$ cat src/rtl/dbus_demux_1x5_if.sv
// Purpose: bundles the core-side request/response and the shared target-side
//          bus of the 1-to-5 data-bus demux into one interface.
// Ports  : m_* = core request (valid/addr/we/wdata/wstrb) and response
//          (ready/rdata/err); s_* = one-hot target request, shared registered
//          address/control/data, per-target ready and packed read data.
//          'slave' is the demux view; 'master' is the core + targets view.
interface dbus_demux_1x5_if;
    logic         m_valid;
    logic [31:0]  m_addr;
    logic         m_we;
    logic [31:0]  m_wdata;
    logic [3:0]   m_wstrb;
    logic         m_ready;
    logic [31:0]  m_rdata;
    logic         m_err;
    logic [4:0]   s_valid;
    logic [31:0]  s_addr;
    logic         s_we;
    logic [31:0]  s_wdata;
    logic [3:0]   s_wstrb;
    logic [4:0]   s_ready;
    logic [159:0] s_rdata;

    modport slave (
        input  m_valid, m_addr, m_we, m_wdata, m_wstrb, s_ready, s_rdata,
        output m_ready, m_rdata, m_err, s_valid, s_addr, s_we, s_wdata, s_wstrb
    );

    modport master (
        output m_valid, m_addr, m_we, m_wdata, m_wstrb, s_ready, s_rdata,
        input  m_ready, m_rdata, m_err, s_valid, s_addr, s_we, s_wdata, s_wstrb
    );
endinterface

$ cat src/rtl/dbus_demux_1x5.sv
// Purpose: routes one core data request to one of five address-decoded targets
//          (ROM, RAM, UART, GPIO, timer) and returns one registered response.
// Latency: hit with immediate target ready -> m_ready 2 cycles after request;
//          unmapped -> 1 cycle; timeout -> TIMEOUT+1 cycles.
// Backpressure: request held by the core until m_ready; target stalls by
//          holding s_ready low, bounded by TIMEOUT (0 = wait forever).
// Ports: clk, rst_n (sync, active low), bus (dbus_demux_1x5_if.slave).
module dbus_demux_1x5 #(
    parameter logic [31:0] BASE0   = 32'h0000_0000,
    parameter logic [31:0] BASE1   = 32'h1000_0000,
    parameter logic [31:0] BASE2   = 32'h2000_0000,
    parameter logic [31:0] BASE3   = 32'h2000_1000,
    parameter logic [31:0] BASE4   = 32'h2000_2000,
    parameter logic [31:0] MASK0   = 32'hFFFF_0000,
    parameter logic [31:0] MASK1   = 32'hFFFF_0000,
    parameter logic [31:0] MASK2   = 32'hFFFF_F000,
    parameter logic [31:0] MASK3   = 32'hFFFF_F000,
    parameter logic [31:0] MASK4   = 32'hFFFF_F000,
    parameter int unsigned TIMEOUT = 255
) (
    input logic             clk,
    input logic             rst_n,
    dbus_demux_1x5_if.slave bus
);
    localparam logic [1:0] ST_IDLE   = 2'd0;
    localparam logic [1:0] ST_ACCESS = 2'd1;
    localparam logic [1:0] ST_RESP   = 2'd2;

    localparam logic [31:0] BASE_A [5] = '{BASE0, BASE1, BASE2, BASE3, BASE4};
    localparam logic [31:0] MASK_A [5] = '{MASK0, MASK1, MASK2, MASK3, MASK4};
    // Last counter value allowed in ACCESS before the request is abandoned.
    localparam logic [31:0] CNT_LAST = (TIMEOUT == 0) ? 32'd0 : TIMEOUT - 1;

    logic [1:0]  state_q,   state_d;
    logic [4:0]  s_valid_q, s_valid_d;
    logic [31:0] s_addr_q,  s_addr_d;
    logic        s_we_q,    s_we_d;
    logic [31:0] s_wdata_q, s_wdata_d;
    logic [3:0]  s_wstrb_q, s_wstrb_d;
    logic        m_ready_q, m_ready_d;
    logic [31:0] m_rdata_q, m_rdata_d;
    logic        m_err_q,   m_err_d;
    logic [31:0] cnt_q,     cnt_d;

    logic [4:0]  hit_vec;
    logic [4:0]  hit_oh;
    logic [31:0] sel_rdata;
    logic        sel_ready;

    always_comb begin
        hit_vec = '0;
        for (int i = 0; i < 5; i++) begin
            hit_vec[i] = ((bus.m_addr & MASK_A[i]) == BASE_A[i]);
        end
    end

    // Isolate the lowest set bit so overlapping regions resolve to the lowest index.
    assign hit_oh = hit_vec & (~hit_vec + 5'd1);

    // Only the selected target's ready and data are looked at; stray readies are masked.
    assign sel_ready = |(s_valid_q & bus.s_ready);

    always_comb begin
        sel_rdata = '0;
        for (int i = 0; i < 5; i++) begin
            if (s_valid_q[i]) begin
                sel_rdata = bus.s_rdata[32*i +: 32];
            end
        end
    end

    always_comb begin
        state_d   = state_q;
        s_valid_d = s_valid_q;
        s_addr_d  = s_addr_q;
        s_we_d    = s_we_q;
        s_wdata_d = s_wdata_q;
        s_wstrb_d = s_wstrb_q;
        m_ready_d = 1'b0;
        m_rdata_d = m_rdata_q;
        m_err_d   = m_err_q;
        cnt_d     = cnt_q;

        case (state_q)
            ST_IDLE: begin
                if (bus.m_valid) begin
                    s_addr_d  = bus.m_addr;
                    s_we_d    = bus.m_we;
                    s_wdata_d = bus.m_wdata;
                    s_wstrb_d = bus.m_wstrb;
                    cnt_d     = '0;
                    if (|hit_oh) begin
                        s_valid_d = hit_oh;
                        state_d   = ST_ACCESS;
                    end else begin
                        m_rdata_d = '0;
                        m_err_d   = 1'b1;
                        m_ready_d = 1'b1;
                        state_d   = ST_RESP;
                    end
                end
            end
            ST_ACCESS: begin
                // Ready is checked first so a completion on the last allowed cycle wins.
                if (sel_ready) begin
                    m_rdata_d = s_we_q ? 32'd0 : sel_rdata;
                    m_err_d   = 1'b0;
                    m_ready_d = 1'b1;
                    s_valid_d = '0;
                    state_d   = ST_RESP;
                end else if ((TIMEOUT != 0) && (cnt_q == CNT_LAST)) begin
                    m_rdata_d = '0;
                    m_err_d   = 1'b1;
                    m_ready_d = 1'b1;
                    s_valid_d = '0;
                    state_d   = ST_RESP;
                end else begin
                    cnt_d = cnt_q + 32'd1;
                end
            end
            ST_RESP: begin
                state_d = ST_IDLE;
            end
            default: begin
                state_d   = ST_IDLE;
                s_valid_d = '0;
            end
        endcase
    end

    always_ff @(posedge clk) begin
        if (!rst_n) begin
            state_q   <= ST_IDLE;
            s_valid_q <= '0;
            s_addr_q  <= '0;
            s_we_q    <= 1'b0;
            s_wdata_q <= '0;
            s_wstrb_q <= '0;
            m_ready_q <= 1'b0;
            m_rdata_q <= '0;
            m_err_q   <= 1'b0;
            cnt_q     <= '0;
        end else begin
            state_q   <= state_d;
            s_valid_q <= s_valid_d;
            s_addr_q  <= s_addr_d;
            s_we_q    <= s_we_d;
            s_wdata_q <= s_wdata_d;
            s_wstrb_q <= s_wstrb_d;
            m_ready_q <= m_ready_d;
            m_rdata_q <= m_rdata_d;
            m_err_q   <= m_err_d;
            cnt_q     <= cnt_d;
        end
    end

    assign bus.m_ready = m_ready_q;
    assign bus.m_rdata = m_rdata_q;
    assign bus.m_err   = m_err_q;
    assign bus.s_valid = s_valid_q;
    assign bus.s_addr  = s_addr_q;
    assign bus.s_we    = s_we_q;
    assign bus.s_wdata = s_wdata_q;
    assign bus.s_wstrb = s_wstrb_q;
endmodule

$ cat src/flat_wrapper.sv
// flat-port wrapper written by rule: the top's interface ports become plain ports
module dbus_demux_1x5_flat 
#(
    parameter logic [31:0] BASE0   = 32'h0000_0000,
    parameter logic [31:0] BASE1   = 32'h1000_0000,
    parameter logic [31:0] BASE2   = 32'h2000_0000,
    parameter logic [31:0] BASE3   = 32'h2000_1000,
    parameter logic [31:0] BASE4   = 32'h2000_2000,
    parameter logic [31:0] MASK0   = 32'hFFFF_0000,
    parameter logic [31:0] MASK1   = 32'hFFFF_0000,
    parameter logic [31:0] MASK2   = 32'hFFFF_F000,
    parameter logic [31:0] MASK3   = 32'hFFFF_F000,
    parameter logic [31:0] MASK4   = 32'hFFFF_F000,
    parameter int unsigned TIMEOUT = 255
)
  (clk, rst_n, bus_m_valid, bus_m_addr, bus_m_we, bus_m_wdata, bus_m_wstrb, bus_s_ready, bus_s_rdata, bus_m_ready, bus_m_rdata, bus_m_err, bus_s_valid, bus_s_addr, bus_s_we, bus_s_wdata, bus_s_wstrb);
  dbus_demux_1x5_if bus_i ();
  input logic clk;
  input logic rst_n;
  input wire logic [$bits(bus_i.m_valid)-1:0] bus_m_valid;
  input wire logic [$bits(bus_i.m_addr)-1:0] bus_m_addr;
  input wire logic [$bits(bus_i.m_we)-1:0] bus_m_we;
  input wire logic [$bits(bus_i.m_wdata)-1:0] bus_m_wdata;
  input wire logic [$bits(bus_i.m_wstrb)-1:0] bus_m_wstrb;
  input wire logic [$bits(bus_i.s_ready)-1:0] bus_s_ready;
  input wire logic [$bits(bus_i.s_rdata)-1:0] bus_s_rdata;
  output wire logic [$bits(bus_i.m_ready)-1:0] bus_m_ready;
  output wire logic [$bits(bus_i.m_rdata)-1:0] bus_m_rdata;
  output wire logic [$bits(bus_i.m_err)-1:0] bus_m_err;
  output wire logic [$bits(bus_i.s_valid)-1:0] bus_s_valid;
  output wire logic [$bits(bus_i.s_addr)-1:0] bus_s_addr;
  output wire logic [$bits(bus_i.s_we)-1:0] bus_s_we;
  output wire logic [$bits(bus_i.s_wdata)-1:0] bus_s_wdata;
  output wire logic [$bits(bus_i.s_wstrb)-1:0] bus_s_wstrb;
  assign bus_i.m_valid = bus_m_valid;
  assign bus_i.m_addr = bus_m_addr;
  assign bus_i.m_we = bus_m_we;
  assign bus_i.m_wdata = bus_m_wdata;
  assign bus_i.m_wstrb = bus_m_wstrb;
  assign bus_i.s_ready = bus_s_ready;
  assign bus_i.s_rdata = bus_s_rdata;
  assign bus_m_ready = bus_i.m_ready;
  assign bus_m_rdata = bus_i.m_rdata;
  assign bus_m_err = bus_i.m_err;
  assign bus_s_valid = bus_i.s_valid;
  assign bus_s_addr = bus_i.s_addr;
  assign bus_s_we = bus_i.s_we;
  assign bus_s_wdata = bus_i.s_wdata;
  assign bus_s_wstrb = bus_i.s_wstrb;
  dbus_demux_1x5 #(.BASE0(BASE0), .BASE1(BASE1), .BASE2(BASE2), .BASE3(BASE3), .BASE4(BASE4), .MASK0(MASK0), .MASK1(MASK1), .MASK2(MASK2), .MASK3(MASK3), .MASK4(MASK4), .TIMEOUT(TIMEOUT)) u_core (.clk(clk), .rst_n(rst_n), .bus(bus_i));
endmodule
$ cat config.mk
export PLATFORM = sky130hd
export DESIGN_NAME = dbus_demux_1x5_flat
export DESIGN_NICKNAME = d
export VERILOG_FILES = /design/src/rtl/dbus_demux_1x5_if.sv /design/src/rtl/dbus_demux_1x5.sv /design/src/flat_wrapper.sv
export SDC_FILE = /design/constraint.sdc
export NUM_CORES = 1
export LEC_CHECK = 0
export BUFFER_PORTS_ARGS = -buffer_cell sky130_fd_sc_hd__buf_2
export CORE_AREA = 2 2 133 135
export CTS_CLUSTER_SIZE = 25
export DETAILED_ROUTE_END_ITERATION = 7
export DIE_AREA = 0 0 135 137
export HOLD_SLACK_MARGIN = 0.15
export PLACE_DENSITY = 0.75
export SKIP_LAST_GASP = 1
export SLEW_MARGIN = 20
export SYNTH_ARGS = -nofsm -noshare
export SYNTH_HDL_FRONTEND = slang
export SYNTH_SLANG_ARGS = --single-unit
$ cat constraint.sdc
create_clock -name clk -period 2.25 [get_ports clk]
set_input_delay 0.1125 -clock clk [delete_from_list [all_inputs] [get_ports clk]]
set_output_delay 0.1125 -clock clk [all_outputs]
set_load 0.01 [all_outputs]
==> flow_metrics.env <==
export IMPL_clock_skew_ps=8.86
export IMPL_cts_tree="done"
export IMPL_grt_overflow_total=0
export IMPL_antenna_found_initial=5
export IMPL_rrSetupSlack_ps=90
export IMPL_ys_seq_area_share_pct=41.5
export IMPL_vias=8849
export IMPL_ir_drop_mv=0.538
export IMPL_place_congestion=0.871
export IMPL_hpwl_um=17900
export IMPL_finalInstanceArea_um2=10900
export IMPL_period_needed_ps=2210
export IMPL_grt_util_all_layers_pct=29.6
export IMPL_synthTopCellsByCount="nand2_1, dfxtp_1, a21oi_1, clkbuf_1, o21ai_0"
export IMPL_slew_violations=0
export IMPL_total_power_uw=6510
export IMPL_slowest_delay_ps=690
export IMPL_tns_ps=0
export IMPL_wl_per_cell_um=18.0
export IMPL_path_delay_family="simple AND/OR/NAND/NOR gates"
export IMPL_dr_pass1_iters=8
export IMPL_drt_initial_drc_count=633
export IMPL_die_w_um=135
export IMPL_synthTopCellsByArea="dfxtp_1, nand2_1, a21oi_1, a221oi_1, a211oi_1"
export IMPL_wirelength_um=28400
export IMPL_h_tree_depth=4
export IMPL_cts_buffers=17
export IMPL_critPathMaxFanout=5
export IMPL_area_growth_pct=59.7
export IMPL_vias_per_cell=5.60
export IMPL_setup_ws_ps=38.0
export IMPL_grt_pass1_vias=8550
export IMPL_holdWs_ps=232
export IMPL_port_buffers=344
export IMPL_hold_violations=0
export IMPL_layout_drive_gt1_share_pct=32.3
export IMPL_max_slew_margin_pct=53.6
export IMPL_rr_startpoint="u_core.bus.s_valid[0]"
export IMPL_fp_row_count=48
export IMPL_place_worst_setup_slack_ps=20.4
export IMPL_post_route_period_util_pct=98.3
export IMPL_worst_setup_path_type="primary input to register"
export IMPL_cp_startpoint="bus_m_addr[20]"
export IMPL_synth_avg_cell_area_um2=7.79
export IMPL_synth_top_cell_by_area="dfxtp_1"
export IMPL_synthMostInstantiatedCell="nand2_1"
export IMPL_start_util_pct=40.2
export IMPL_hp_start="bus_s_rdata[67]"
export IMPL_cp_buffers_inverters=2
export IMPL_cts_root_buffer="clkbuf_16"
export IMPL_nets=1577
export IMPL_synth_nets=1119
export IMPL_synth_ff_type="dfxtp_1"
export IMPL_core_area_um2=17100
export IMPL_slowest_stage="or4b_2"
export IMPL_ys_warn_count=0
export IMPL_timing_fmax_mhz=452
export IMPL_synth_area_um2=6860
export IMPL_die_area_um2=18500
export IMPL_p_leak_uw=0.00458
export IMPL_holdCritPathClass="primary input to register"
export IMPL_whs_path_depth=5
export IMPL_ys_types=55
export IMPL_holdPathEnd="u_core.bus.m_rdata[3]"
export IMPL_drc=0
export IMPL_maxCapViolations=0
export IMPL_ios=345
export IMPL_arrival_ps=2550
export IMPL_cp_cell_sequence="dlygate4sd3_1 -> buf_2 -> nor4_2 -> nand4_1 -> or4b_2 -> a21oi_4 -> mux2i_1"
export IMPL_async_flop_share_pct=0
export IMPL_synthCells=880
export IMPL_rr_worst_depth=6
export IMPL_cp_data_required_time_ps=2590
export IMPL_clk_path_buf_depth=2
export IMPL_grt_max_degree=76
export IMPL_placed_area_um2=8900
export IMPL_rsz0062_at_grt="yes"
export IMPL_tightest_slew_ps=696
export IMPL_clk_pin_slew_ps=60
export IMPL_grt_first_pass_wirelength_um=43500
export IMPL_die_h_um=137
export IMPL_synth_top_area_share_pct=41.5
export IMPL_clock_latency_ps=420
export IMPL_yosys_register_bits=142
export IMPL_power_density_nw_per_um2=595
export IMPL_outcome="finished clean"
export IMPL_reg2reg_to="u_core.cnt_q[21]"
export IMPL_cts_sinks=142
export IMPL_synth_edf_count=0
export IMPL_startpoint_type="primary input"
export IMPL_setup_viol=0
export IMPL_endpoint_kind="register"
export IMPL_ant_nets=0
per-stage QoR:
stage,util [%],std cells
floorplan,-,880
global placement,52.2,1407
detailed placement,52.2,1407
CTS,63.9,1574
global route,64.2,1581
finish,64.2,1581
per-layer routing:
layer / wire (um) / global-route usage (%)
met1: 10500 / 33.2
met2: 14000 / 50.4
met3: 2610 / 8.59
met4: 1270 / 16.7
met5: 0 / 0
cell usage in the layout, fill, tap and decap left out, types with 7 or more instances in the layout:
master / synthesis / final
o21ai_0: 37 / 37
nand4_1: 12 / 12
buf_2: 10 / 344
inv_1: 10 / 10
or4_1: 13 / 13
or3_1: 8 / 8
dfxtp_1: 142 / 140
clkbuf_16: 0 / 17
a21oi_1: 91 / 91
nor2b_1: 35 / 34
nor3_1: 36 / 35
a211oi_1: 34 / 34
o22ai_1: 32 / 32
buf_4: 0 / 35
a221oi_1: 32 / 32
o31ai_1: 9 / 8
nand2_1: 194 / 194
nand3_1: 27 / 27
clkinv_4: 0 / 7
dlygate4sd3_1: 0 / 135
how the worst max path moves through the flow:
stage | end | slack (ps) | cells past startpoint
after global placement | u_core.bus.m_rdata[1] | 60 | 6
after CTS | u_core.bus.s_valid[2] | 30 | 7
after global routing | u_core.bus.s_valid[2] | -8 | 7
after floorplan | u_core.cnt_q[16] | 300 | 7
final | u_core.bus.s_valid[2] | 40 | 7
after detailed placement | u_core.cnt_q[11] | 20 | 6
worst register-to-register path, stage by stage (launching register included):
cell and delay, ps:
dfxtp_1 340, a222oi_1 410, and4b_2 370, o31ai_4 90, buf_4 200, or4_1 510, a31oi_1 170
report_power, final:
part | internal, uW | switching [uW] | leakage [uW] | total [uW]
Combinational | 434 | 395 | 0.00311 | 829
Sequential | 2590 | 39.2 | 0.00116 | 2630
Clock | 1870 | 1180 | 0.000308 | 3050
Total | 4890 | 1610 | 0.00458 | 6510
final cells by class:
class	count	area [um2]
clock buffer	17	425
inverter	11	41.3
clock inverter	15	211
sequential	142	2850
timing repair buffer	518	3420
antenna	5	12.5
fill	1404	6110
multi-input combinational	648	3710
tap	225	282
flip-flops by register name (all words and copies together), names as in the netlist:
name / flops
u_core.bus.s_wstrb: 4
u_core.bus.m_ready: 1
u_core.bus.s_addr: 32
u_core.bus.m_rdata: 32
u_core.bus.s_valid: 5
u_core.cnt_q: 32
u_core.bus.m_err: 1
u_core.bus.s_wdata: 32
u_core.state_q: 2
u_core.bus.s_we: 1
logic make-up after synthesis:
| kind of cell | Yosys count | share of synthesized area (%) |
|---|---|---|
| DFF | 142 | 41.5 |
| and+or+nand+nor | 368 | 26.1 |
| AOI/OAI and AO/OA | 272 | 25.8 |
| adders and majority gates | 2 | 0.365 |
| muxes | 6 | 0.876 |
| buffers and inverters | 90 | 5.35 |
what timing repair did:
| action | CTS | global route |
|---|---|---|
| setup endpoints to repair | 1 | 49 |
| hold endpoints to repair | 107 | 0 |
| resized for setup | 1 | 6 |
| hold buffers | 135 | 0 |
| setup buffers | 0 | 2 |
| pin swaps | 0 | 4 |
Power figures use the tool's default switching activity.
